**config.mk**
```make
export PLATFORM = sky130hd
export DESIGN_NAME = result_collector_c_flat
export DESIGN_NICKNAME = d
export VERILOG_FILES = /design/src/rtl/result_collector_c_if.sv /design/src/rtl/result_collector_c.sv /design/src/flat_wrapper.sv
export SDC_FILE = /design/constraint.sdc
export NUM_CORES = 1
export LEC_CHECK = 0
export CAP_MARGIN = 5
export CORE_ASPECT_RATIO = 1.2
export CORE_MARGIN = 1.5
export CORE_UTILIZATION = 45
export DETAILED_ROUTE_END_ITERATION = 6
export GPL_TIMING_DRIVEN = 0
export PLACE_DENSITY = 0.74
export SETUP_SLACK_MARGIN = 0.1
export SLEW_MARGIN = 30
export SYNTH_ARGS = -nofsm -noshare
export SYNTH_HDL_FRONTEND = slang
export SYNTH_SLANG_ARGS = --single-unit
```
**constraint.sdc**
```tcl
create_clock -name clk -period 3.1 [get_ports clk]
set_input_delay 0.93 -clock clk [delete_from_list [all_inputs] [get_ports clk]]
set_output_delay 0.93 -clock clk [all_outputs]
set_load 0.01 [all_outputs]
```
**src/rtl/result_collector_c_if.sv**
```systemverilog
// Write-side bundle of the result collector: skewed result beats in, de-skewed
// rows out to the memory path with a valid/ready handshake.
interface result_collector_c_if #(
  parameter int data_width = 32,
  parameter int bus_width  = 64
);
  localparam int MAX_DIM = bus_width / data_width;

  logic                          vectorC_valid;
  logic [data_width*MAX_DIM-1:0] vectorC;
  logic                          write_ready;
  logic                          write_enable_C;
  logic [7:0]                    row_index;
  logic [bus_width-1:0]          bus;

  modport slave (
    input  vectorC_valid, vectorC, write_ready,
    output write_enable_C, row_index, bus
  );

  modport master (
    output vectorC_valid, vectorC, write_ready,
    input  write_enable_C, row_index, bus
  );
endinterface

```
**src/rtl/result_collector_c.sv**
```systemverilog
// De-skews diagonal result beats from the systolic array into a square matrix C
// and writes it back one row per bus beat, then pulses done_collect_C.
module result_collector_c #(
  parameter int data_width = 32,
  parameter int bus_width  = 64
) (
  input  logic                       clk,
  input  logic                       reset,
  input  logic                       abort,
  input  logic                       start_collect,
  result_collector_c_if.slave        vif,
  output logic                       busy,
  output logic                       done_collect_C,
  output logic                       seq_err
);
  localparam int MAX_DIM = bus_width / data_width;
  localparam int TW      = $clog2(2 * MAX_DIM);
  localparam int RW      = (MAX_DIM > 1) ? $clog2(MAX_DIM) : 1;
  localparam logic [TW-1:0] LAST_T = TW'(2 * MAX_DIM - 2);
  localparam logic [RW-1:0] LAST_R = RW'(MAX_DIM - 1);

  typedef enum logic [1:0] {S_IDLE, S_CAPTURE, S_WRITE, S_DONE} state_e;

  state_e               state_q;
  logic [TW-1:0]        t_q;
  logic [RW-1:0]        row_q;
  logic                 we_q, busy_q, done_q, err_q;
  logic [7:0]           row_index_q;
  logic [bus_width-1:0] bus_q;
  logic [data_width-1:0] mat_q [MAX_DIM][MAX_DIM];

  // Beat t carries element C[r][j] on lane j exactly when r + j == t.
  always_ff @(posedge clk) begin
    if (state_q == S_CAPTURE && vif.vectorC_valid) begin
      for (int r = 0; r < MAX_DIM; r++)
        for (int j = 0; j < MAX_DIM; j++)
          if (t_q == TW'(r + j))
            mat_q[r][j] <= vif.vectorC[data_width*j +: data_width];
    end
  end

  function automatic logic [bus_width-1:0] pack_row(input logic [RW-1:0] r);
    logic [bus_width-1:0] v;
    v = '0;
    for (int k = 0; k < MAX_DIM; k++) v[data_width*k +: data_width] = mat_q[r][k];
    return v;
  endfunction

  always_ff @(posedge clk) begin
    if (!reset || abort) begin
      state_q     <= S_IDLE;
      t_q         <= '0;
      row_q       <= '0;
      we_q        <= 1'b0;
      busy_q      <= 1'b0;
      done_q      <= 1'b0;
      err_q       <= 1'b0;
      row_index_q <= '0;
      bus_q       <= '0;
    end else begin
      unique case (state_q)
        S_IDLE: begin
          if (start_collect) begin
            state_q <= S_CAPTURE;
            t_q     <= '0;
            busy_q  <= 1'b1;
            err_q   <= vif.vectorC_valid;
          end else if (vif.vectorC_valid) begin
            err_q <= 1'b1;
          end
        end
        S_CAPTURE: begin
          if (vif.vectorC_valid) begin
            if (t_q == LAST_T) begin
              // Row 0 is already complete before the last beat lands.
              state_q     <= S_WRITE;
              row_q       <= '0;
              we_q        <= 1'b1;
              row_index_q <= '0;
              bus_q       <= pack_row('0);
            end else begin
              t_q <= t_q + 1'b1;
            end
          end
        end
        S_WRITE: begin
          if (vif.vectorC_valid) err_q <= 1'b1;
          if (vif.write_ready) begin
            if (row_q == LAST_R) begin
              state_q     <= S_DONE;
              we_q        <= 1'b0;
              busy_q      <= 1'b0;
              done_q      <= 1'b1;
              row_index_q <= '0;
              bus_q       <= '0;
            end else begin
              row_q       <= row_q + 1'b1;
              row_index_q <= 8'(row_q) + 8'd1;
              bus_q       <= pack_row(row_q + 1'b1);
            end
          end
        end
        S_DONE: begin
          if (vif.vectorC_valid) err_q <= 1'b1;
          state_q <= S_IDLE;
          done_q  <= 1'b0;
        end
        default: state_q <= S_IDLE;
      endcase
    end
  end

  assign vif.write_enable_C = we_q;
  assign vif.row_index      = row_index_q;
  assign vif.bus            = bus_q;
  assign busy               = busy_q;
  assign done_collect_C     = done_q;
  assign seq_err            = err_q;
endmodule

```
**src/flat_wrapper.sv**
```systemverilog
// flat-port wrapper written by rule: the top's interface ports become plain ports
module result_collector_c_flat 
#(
  parameter int data_width = 32,
  parameter int bus_width  = 64
)
  (clk, reset, abort, start_collect, busy, done_collect_C, seq_err, vif_vectorC_valid, vif_vectorC, vif_write_ready, vif_write_enable_C, vif_row_index, vif_bus);
  result_collector_c_if #(.data_width(data_width), .bus_width(bus_width)) vif_i ();
  input  logic clk;
  input  logic reset;
  input  logic abort;
  input  logic start_collect;
  output logic busy;
  output logic done_collect_C;
  output logic seq_err;
  input wire logic [$bits(vif_i.vectorC_valid)-1:0] vif_vectorC_valid;
  input wire logic [$bits(vif_i.vectorC)-1:0] vif_vectorC;
  input wire logic [$bits(vif_i.write_ready)-1:0] vif_write_ready;
  output wire logic [$bits(vif_i.write_enable_C)-1:0] vif_write_enable_C;
  output wire logic [$bits(vif_i.row_index)-1:0] vif_row_index;
  output wire logic [$bits(vif_i.bus)-1:0] vif_bus;
  assign vif_i.vectorC_valid = vif_vectorC_valid;
  assign vif_i.vectorC = vif_vectorC;
  assign vif_i.write_ready = vif_write_ready;
  assign vif_write_enable_C = vif_i.write_enable_C;
  assign vif_row_index = vif_i.row_index;
  assign vif_bus = vif_i.bus;
  result_collector_c #(.data_width(data_width), .bus_width(bus_width)) u_core (.clk(clk), .reset(reset), .abort(abort), .start_collect(start_collect), .vif(vif_i), .busy(busy), .done_collect_C(done_collect_C), .seq_err(seq_err));
endmodule
```
==> results.md, run 1 <==
* Routed vias/inst at 5.437
* Worst hold path type: reg -> reg
* Dpl hpwl at 12,670 µm
* Fin crit period at 2.345 ns
* Placed Cells at 948
* Startpoint type of the worst setup path: primary input
* TNS Setup at 0 ns
* # rows at 53
* Post-CTS Setup Bufs at 0
* CTS clk-pin slew, worst paths at 0.06 ns
* Most common cell after layout, fill and taps aside: clkdlybuf4s50_1
* Number of I/O port buffers at 138
* Antenna cell count at 0
* Layout cell share with drive strength beyond 1 at 0.1649
* Seq pwr share at 0.502
* Buffer depth of the longest clock path at 3
* First-pass GRT wire length at 28,810 µm
* Critical Path RT at 3.49 ns
* DRC Markers at 0
* Grt total ovfl at 0
* Sw Share at 0.2209
* Post-synthesis sequential area ratio at 0.6669
* Core area at 17,440 µm²
* Peak VDD IR at 327.6 µV
* Leak at 3.461 nW
* Resize count post-CTS at 0
* Fin cells at 984
* Die width at 124.6 µm
* Comb power frac at 0.104
* Power Density at 564.1 nW/µm²
* CP Max Fanout at 10
* Status: finished clean
* Ports at 146
* Initial drt markers at 211
* ANT nets after route at 0
* Initial antenna violation count at 0
* Clock network power share at 0.394
* DR pass1 iterations at 4
* Final #Nets at 830
* Seq cells post-synth at 202
* Highest clock rate at 426.4 MHz
* WL/cell at 18.51 µm
* Final period util at 0.7565
* Slack of the critical path at 0.7549 ns
* Worst slew margin at 0.5033
* Endpoints failing setup at 0
* RD Place Congestion at 0.7925
* Clock tree sinks at 202
* Pre-CTS WS at 0.3386 ns
* Final hold violation count at 0
* Syn Std Cell Area at 7985 µm²
* Root buffer cell: clkbuf_16
* Switch Pwr at 1.294 mW
* Later-pin clock latency in the skew report at 0.48 ns
* Full die area at 18,560 µm²
* Synth Area per Inst at 13.74 µm²
* Max-slew violation count at 0
* Worst EP arrival at 2.74 ns
* Overall routing resource usage at 0.1921
* Chip height at 148.9 µm
* Number of global-route vias before repair at 5,513
* Number of distinct library cells after synthesis at 33
* Pint at 4.564 mW
* Area Overhead vs Synth at 30.04%
* Worst-margin pin slew at 0.7451 ns
* # Max-Cap Violations at 0
* Largest net degree at the start of global routing at 40
* Ys Warns at 0
* Starting Density at 0.4579
* Routed WL at 18,210 µm
* Cts hold-fix bufs at 0
* Final Skew at 0.005777 ns
* Cells after synthesis at 581
* Most frequent cells in the layout: 138 x clkdlybuf4s50_1, 128 x edfxtp_1, 74 x dfxtp_1, 67 x a21oi_1, 64 x a31oi_1
* RSZ-0062 raised after global routing: false
* CTS tree: done
* Total CTS buffers at 20
* Critical path class: in -> reg
* Critical Path Sink Type: flop
* Vias at 5,350
* H-tree lvl count at 1
==> state kept, by name, indices dropped and copies added (netlist names) <==
| name | cells |
|---|---|
| u_core.vif.bus | 64 |
| u_core.state_q | 2 |
| u_core.done_collect_C | 1 |
| u_core.vif.row_index | 1 |
| u_core.seq_err | 1 |
| u_core.busy | 1 |
| u_core.mat_q | 128 |
| u_core.t_q | 2 |
| u_core.row_q | 1 |
| u_core.vif.write_enable_C | 1 |
==> power by group through the flow <==
stage                     clock network, mW  logic (mW)  registers (mW)
after floorplan                           0       0.321            3.01
after detailed placement                  0       0.606            3.00
final                                  2.31       0.607            2.94
after global routing                   2.45       0.653            2.95
after CTS                              2.35       0.609            2.94
after global placement                    0       0.582            3.00
==> worst max-delay path, stage by stage <==
cell and delay [ns]:
clkdlybuf4s50_1 0.54, nand2b_1 0.13, buf_2 0.30, buf_1 0.39
a31oi_1 0.20, a211oi_2 0.24
==> per-stage QoR <==
stage / utilization / instance area, µm² / hold WS, ns / power, mW
after floorplan: - / 8008 / 0.4521 / 3.333
after global placement: 0.5541 / 9664 / 0.4558 / 3.581
after detailed placement: 0.5589 / 9747 / 0.4554 / 3.606
after CTS: 0.5954 / 10380 / 0.4735 / 5.897
after global routing: 0.5954 / 10380 / 0.4882 / 6.049
final: 0.5954 / 10380 / 0.4703 / 5.858
==> cell type report <==
cell class	count	area (µm²)
fill	1408	7057
sequential	202	5325
multi-input combinational	323	2351
timing repair buffer	141	1456
clock buffer	32	616.8
buffer	57	320.3
tap	220	275.3
clock inverter	4	20.02
inverter	5	18.77
==> cells by family after synthesis <==
family	Yosys count	share of synthesized area
adder cells (fa/ha/maj)	10	0.01567
multiplexers	6	0.007521
other	1	0.0004696
flip-flops	202	0.6669
buffers and inverters	62	0.04246
AND/OR/NAND/NOR	94	0.07161
AO/OA/AOI/OAI	206	0.1954
==> worst paths after layout <==
check                     from            endpoint  slack, ns  cells past startpoint
max            vif_write_ready  u_core.vif.bus[23]       0.75                      6
min                u_core.busy         u_core.busy       0.47                      2
max reg2reg  u_core.state_q[0]  u_core.vif.bus[23]       0.98                      7
min reg2reg        u_core.busy         u_core.busy       0.47                      2
==> layer usage <==
| metal | vias up | wire length (µm) | global-route usage |
|---|---|---|---|
| li1 | 2538 | - | - |
| met1 | 2634 | 7560 | 0.2410 |
| met2 | 154 | 9507 | 0.3514 |
| met3 | 24 | 804 | 0.02475 |
| met4 | 0 | 339 | 0.04943 |
| met5 | - | 0 | 0 |
==> cell usage after synthesis <==
library cell | count | area, µm²
a2111oi_2 | 1 | 15.01
a211oi_1 | 15 | 112.6
a211oi_2 | 50 | 625.6
a21bo_1 | 1 | 10.01
a21bo_2 | 1 | 10.01
a21boi_0 | 1 | 7.510
a21oi_1 | 67 | 335.3
a31oi_1 | 64 | 400.4
and2b_1 | 7 | 52.55
and3_1 | 5 | 31.28
buf_1 | 2 | 7.510
buf_2 | 25 | 125.1
buf_4 | 8 | 60.06
buf_6 | 6 | 67.56
clkbuf_1 | 16 | 60.06
conb_1 | 1 | 3.750
dfxtp_1 | 74 | 1481
edfxtp_1 | 128 | 3844
ha_1 | 10 | 125.1
inv_1 | 5 | 18.77
mux2i_1 | 6 | 60.06
nand2_1 | 7 | 26.28
nand2b_1 | 6 | 37.54
nand3_1 | 2 | 10.01
nand3b_1 | 1 | 7.510
nor2_1 | 2 | 7.510
nor2b_1 | 62 | 387.9
nor3_1 | 1 | 5.000
o211a_1 | 1 | 10.01
o21a_1 | 1 | 7.510
o21ai_0 | 3 | 15.01
o221a_2 | 1 | 11.26
or2_1 | 1 | 6.260
Note: power is estimated with default switching activity, not from simulation.
==> inputs of run 2 (changes only) <==
--- a/config.mk
+++ b/config.mk
@@ -11,7 +11,7 @@
 export CORE_UTILIZATION = 45
 export DETAILED_ROUTE_END_ITERATION = 6
 export GPL_TIMING_DRIVEN = 0
-export PLACE_DENSITY = 0.74
+export PLACE_DENSITY = 0.77
 export SETUP_SLACK_MARGIN = 0.1
 export SLEW_MARGIN = 30
 export SYNTH_ARGS = -nofsm -noshare
==> constraint.sdc (replaced) <==
create_clock -name clk -period 1.9 [get_ports clk]
set_input_delay 0.57 -clock clk [delete_from_list [all_inputs] [get_ports clk]]
set_output_delay 0.57 -clock clk [all_outputs]
set_load 0.01 [all_outputs]
==> results.md, run 2 (synthesis gave the netlist of run 1 again) <==
* Comb power frac at 0.103 (about the same)
* Peak VDD IR at 559.1 µV (+71%)
* Final hold violation count at 0 (unchanged)
* Power Density at 921.0 nW/µm² (+63%)
* Fin crit period at 1.776 ns
* Reg2Reg Launch Point: u_core.state_q[1]
* Dpl cell area at 9672 µm² (-0.77%)
* Final period util at 0.9346
* Vias at 5,383 (+0.62%)
* Dpl hpwl at 12,530 µm (-1.1%)
* Top register by number of flip-flops: u_core.mat_q
* TNS Setup at 0 ns (unchanged)
* Final #Nets at 828 (-0.24%)
* CTS tree: done
* Worst-margin pin slew at 0.7824 ns (+0.03727 ns)
* Later-pin clock latency in the skew report at 0.48 ns (about the same)
* Routed vias/inst at 5.482 (+0.82%)
* Chip height at 148.9 µm (unchanged)
* Hold Path Origin: u_core.busy
* Core area at 17,440 µm² (unchanged)
* Grt total ovfl at 0 (unchanged)
* Switch Pwr at 2.171 mW (+68%)
* Number of global-route vias before repair at 5,586 (+1.3%)
* H-tree lvl count at 1 (unchanged)
* Initial antenna violation count at 0 (unchanged)
* Fillers at 1,430 (+1.6%)
* Highest clock rate at 563.1 MHz
* Critical Path RT at 2.22 ns (-1.27 ns)
* Largest net degree at the start of global routing at 33 (-18%)
* Critical Path Sink Type: flop
* Post-CTS Setup Bufs at 0 (unchanged)
* ANT nets after route at 0 (unchanged)
* Clock network power share at 0.396 (+0.002)
* Final Skew at 0.007670 ns (+0.001894 ns)
* Total CTS buffers at 20 (unchanged)
* Startpoint type of the worst setup path: flop
* Seq pwr share at 0.502 (about the same)
* DR pass1 iterations at 4 (unchanged)
* Die width at 124.6 µm (unchanged)
* Number of I/O port buffers at 138 (unchanged)
* Worst EP arrival at 2.10 ns (-0.64 ns)
* RSZ-0062 raised after global routing: true
* Leak at 3.805 nW (+9.9%)
* Slowest stage delay, CP at 0.38 ns (-0.16 ns)
* Worst hold path type: reg -> reg
* Overall routing resource usage at 0.1975 (+0.005472)
* Sw Share at 0.2269 (+0.005942)
* Full die area at 18,560 µm² (unchanged)
* Buffer depth of the longest clock path at 3 (unchanged)
* Worst slew margin at 0.4784 (-0.02485)
* R2R Setup Slk at 0.12 ns (-0.86 ns)
* Worst Hold End: u_core.busy
* Hold depth at 2 (unchanged)
* R2R cell count at 7 (unchanged)
* Ports at 146 (unchanged)
* Max reg flops at 128 (unchanged)
* Starting Density at 0.4579 (unchanged)
* Most common cell after layout, fill and taps aside: edfxtp_1
* Post-route cell area at 10,390 µm² (about the same)
* Initial drt markers at 281 (+33%)
* # rows at 53 (unchanged)
* DRC Markers at 0 (unchanged)
* Status: finished clean
* Critical-path top delay cell: dfxtp_4
* Antenna cell count at 0 (unchanged)
* Root buffer cell: clkbuf_16
* Layout cell share with drive strength beyond 1 at 0.1903 (+0.02537)
* Most frequent cells in the layout: 128 x edfxtp_1, 72 x dfxtp_1, 70 x dlygate4sd2_1, 68 x clkdlybuf4s50_1, 67 x a21oi_1
* Cell chain of the critical path: inv_2, ha_4, or2_1, buf_4, buf_4, a31oi_2, a211oi_2
* Area Overhead vs Synth at 30.12% (about the same)
* First-pass GRT wire length at 29,180 µm (+1.3%)
* Critical path class: reg -> reg
* Most used cell, CP: buf_4
* RD Place Congestion at 0.7656 (-3.4%)
* FF-to-FF End: u_core.vif.bus[3]
* Routed WL at 18,970 µm (+4.2%)
* Clock tree sinks at 202 (unchanged)
* Pint at 7.399 mW (+62%)
* Endpoints failing setup at 0 (unchanged)
* # Max-Cap Violations at 0 (unchanged)
* WL/cell at 19.32 µm (+4.4%)
* CP Max Fanout at 10 (unchanged)
* Max-slew violation count at 0 (unchanged)
* CTS clk-pin slew, worst paths at 0.06 ns (about the same)
[run 2: changes by cell type in the layout (fill, tap and decap cells not counted), moves of 3 or more]
cell / delta
a31oi_2: +3
buf_4: +10
a31oi_1: -4
clkbuf_1: -12
dlygate4sd2_1: +70
buf_2: -19
clkbuf_8: -4
and3_4: +3
clkbuf_4: +16
clkinv_1: +3
clkbuf_2: +4
clkdlybuf4s50_1: -70
[run 2: layout make-up]
class                   count  area (µm²)  share of cell area
inverters                   5       18.77            0.001806
plain buffers              57       406.6             0.03914
clock buffers              26       554.3             0.05335
repair buffers            138        1294              0.1245
flip-flops and latches    202        5333              0.5132
clock inverters            10       72.57            0.006985
multi-input cells         324        2436              0.2345
well taps                 220       275.3             0.02649
[run 2: through the flow]
| stage | hold WS [ns] | setup slack (ns) | power, mW | util | cells |
|---|---|---|---|---|---|
| floorplan | 0.4521 | 0.2499 | 5.437 | - | 587 |
| global placement | 0.4569 | -0.6232 | 5.843 | 0.5546 | 945 |
| detailed placement | 0.4612 | -0.6419 | 5.879 | 0.5546 | 945 |
| CTS | 0.4739 | 0.1060 | 9.603 | 0.5900 | 982 |
| global route | 0.5174 | 0.06549 | 9.863 | 0.5957 | 982 |
| finish | 0.4666 | 0.1242 | 9.570 | 0.5957 | 982 |
[run 2: worst max-delay path, delay by kind of cell (launching register included)]
kind                       cells  cell delay (ns)
and+or+nand+nor                1             0.25
adders and majority gates      1             0.18
buffers and inverters          3             0.46
DFF                            1             0.38
AOI/OAI and AO/OA              2             0.34
[run 2: how the worst max path moves through the flow]
| stage | from | endpoint | slack, ns | depth (start not counted) |
|---|---|---|---|---|
| 3_3_place_gp | vif_vectorC_valid | u_core.mat_q[1][32] | -0.62 | 2 |
| 2_1_floorplan | u_core.state_q[1] | u_core.mat_q[0][0] | 0.25 | 3 |
| 6_report | u_core.state_q[1] | u_core.vif.bus[3] | 0.12 | 7 |
| 3_5_place_dp | vif_vectorC_valid | u_core.mat_q[1][46] | -0.64 | 2 |
| 4_1_cts | u_core.state_q[1] | u_core.mat_q[0][31] | 0.11 | 3 |
| 5_1_grt | u_core.state_q[1] | u_core.mat_q[1][37] | 0.07 | 3 |
[run 2: power groups by stage]
stage | sequential [mW] | combinational, mW | clock [mW]
floorplan | 4.91 | 0.525 | 0
global placement | 4.89 | 0.951 | 0
detailed placement | 4.90 | 0.983 | 0
CTS | 4.80 | 0.960 | 3.84
global route | 4.81 | 1.06 | 4.00
finish | 4.80 | 0.983 | 3.79
[run 2: per-layer routing]
layer,vias to the layer above,wire length [µm],global-route usage
met1,2613,7468,0.2374
li1,2529,-,-
met5,-,0,0
met3,60,861,0.02511
met4,0,871,0.09483
met2,181,9768,0.3527
[run 2: what timing repair did]
item | CTS | global route
setup endpoints to repair | 261 | 190
gates cloned | 1 | 0
resized for setup | 102 | 33
hold buffers | 0 | 0
pin swaps | 1 | 1
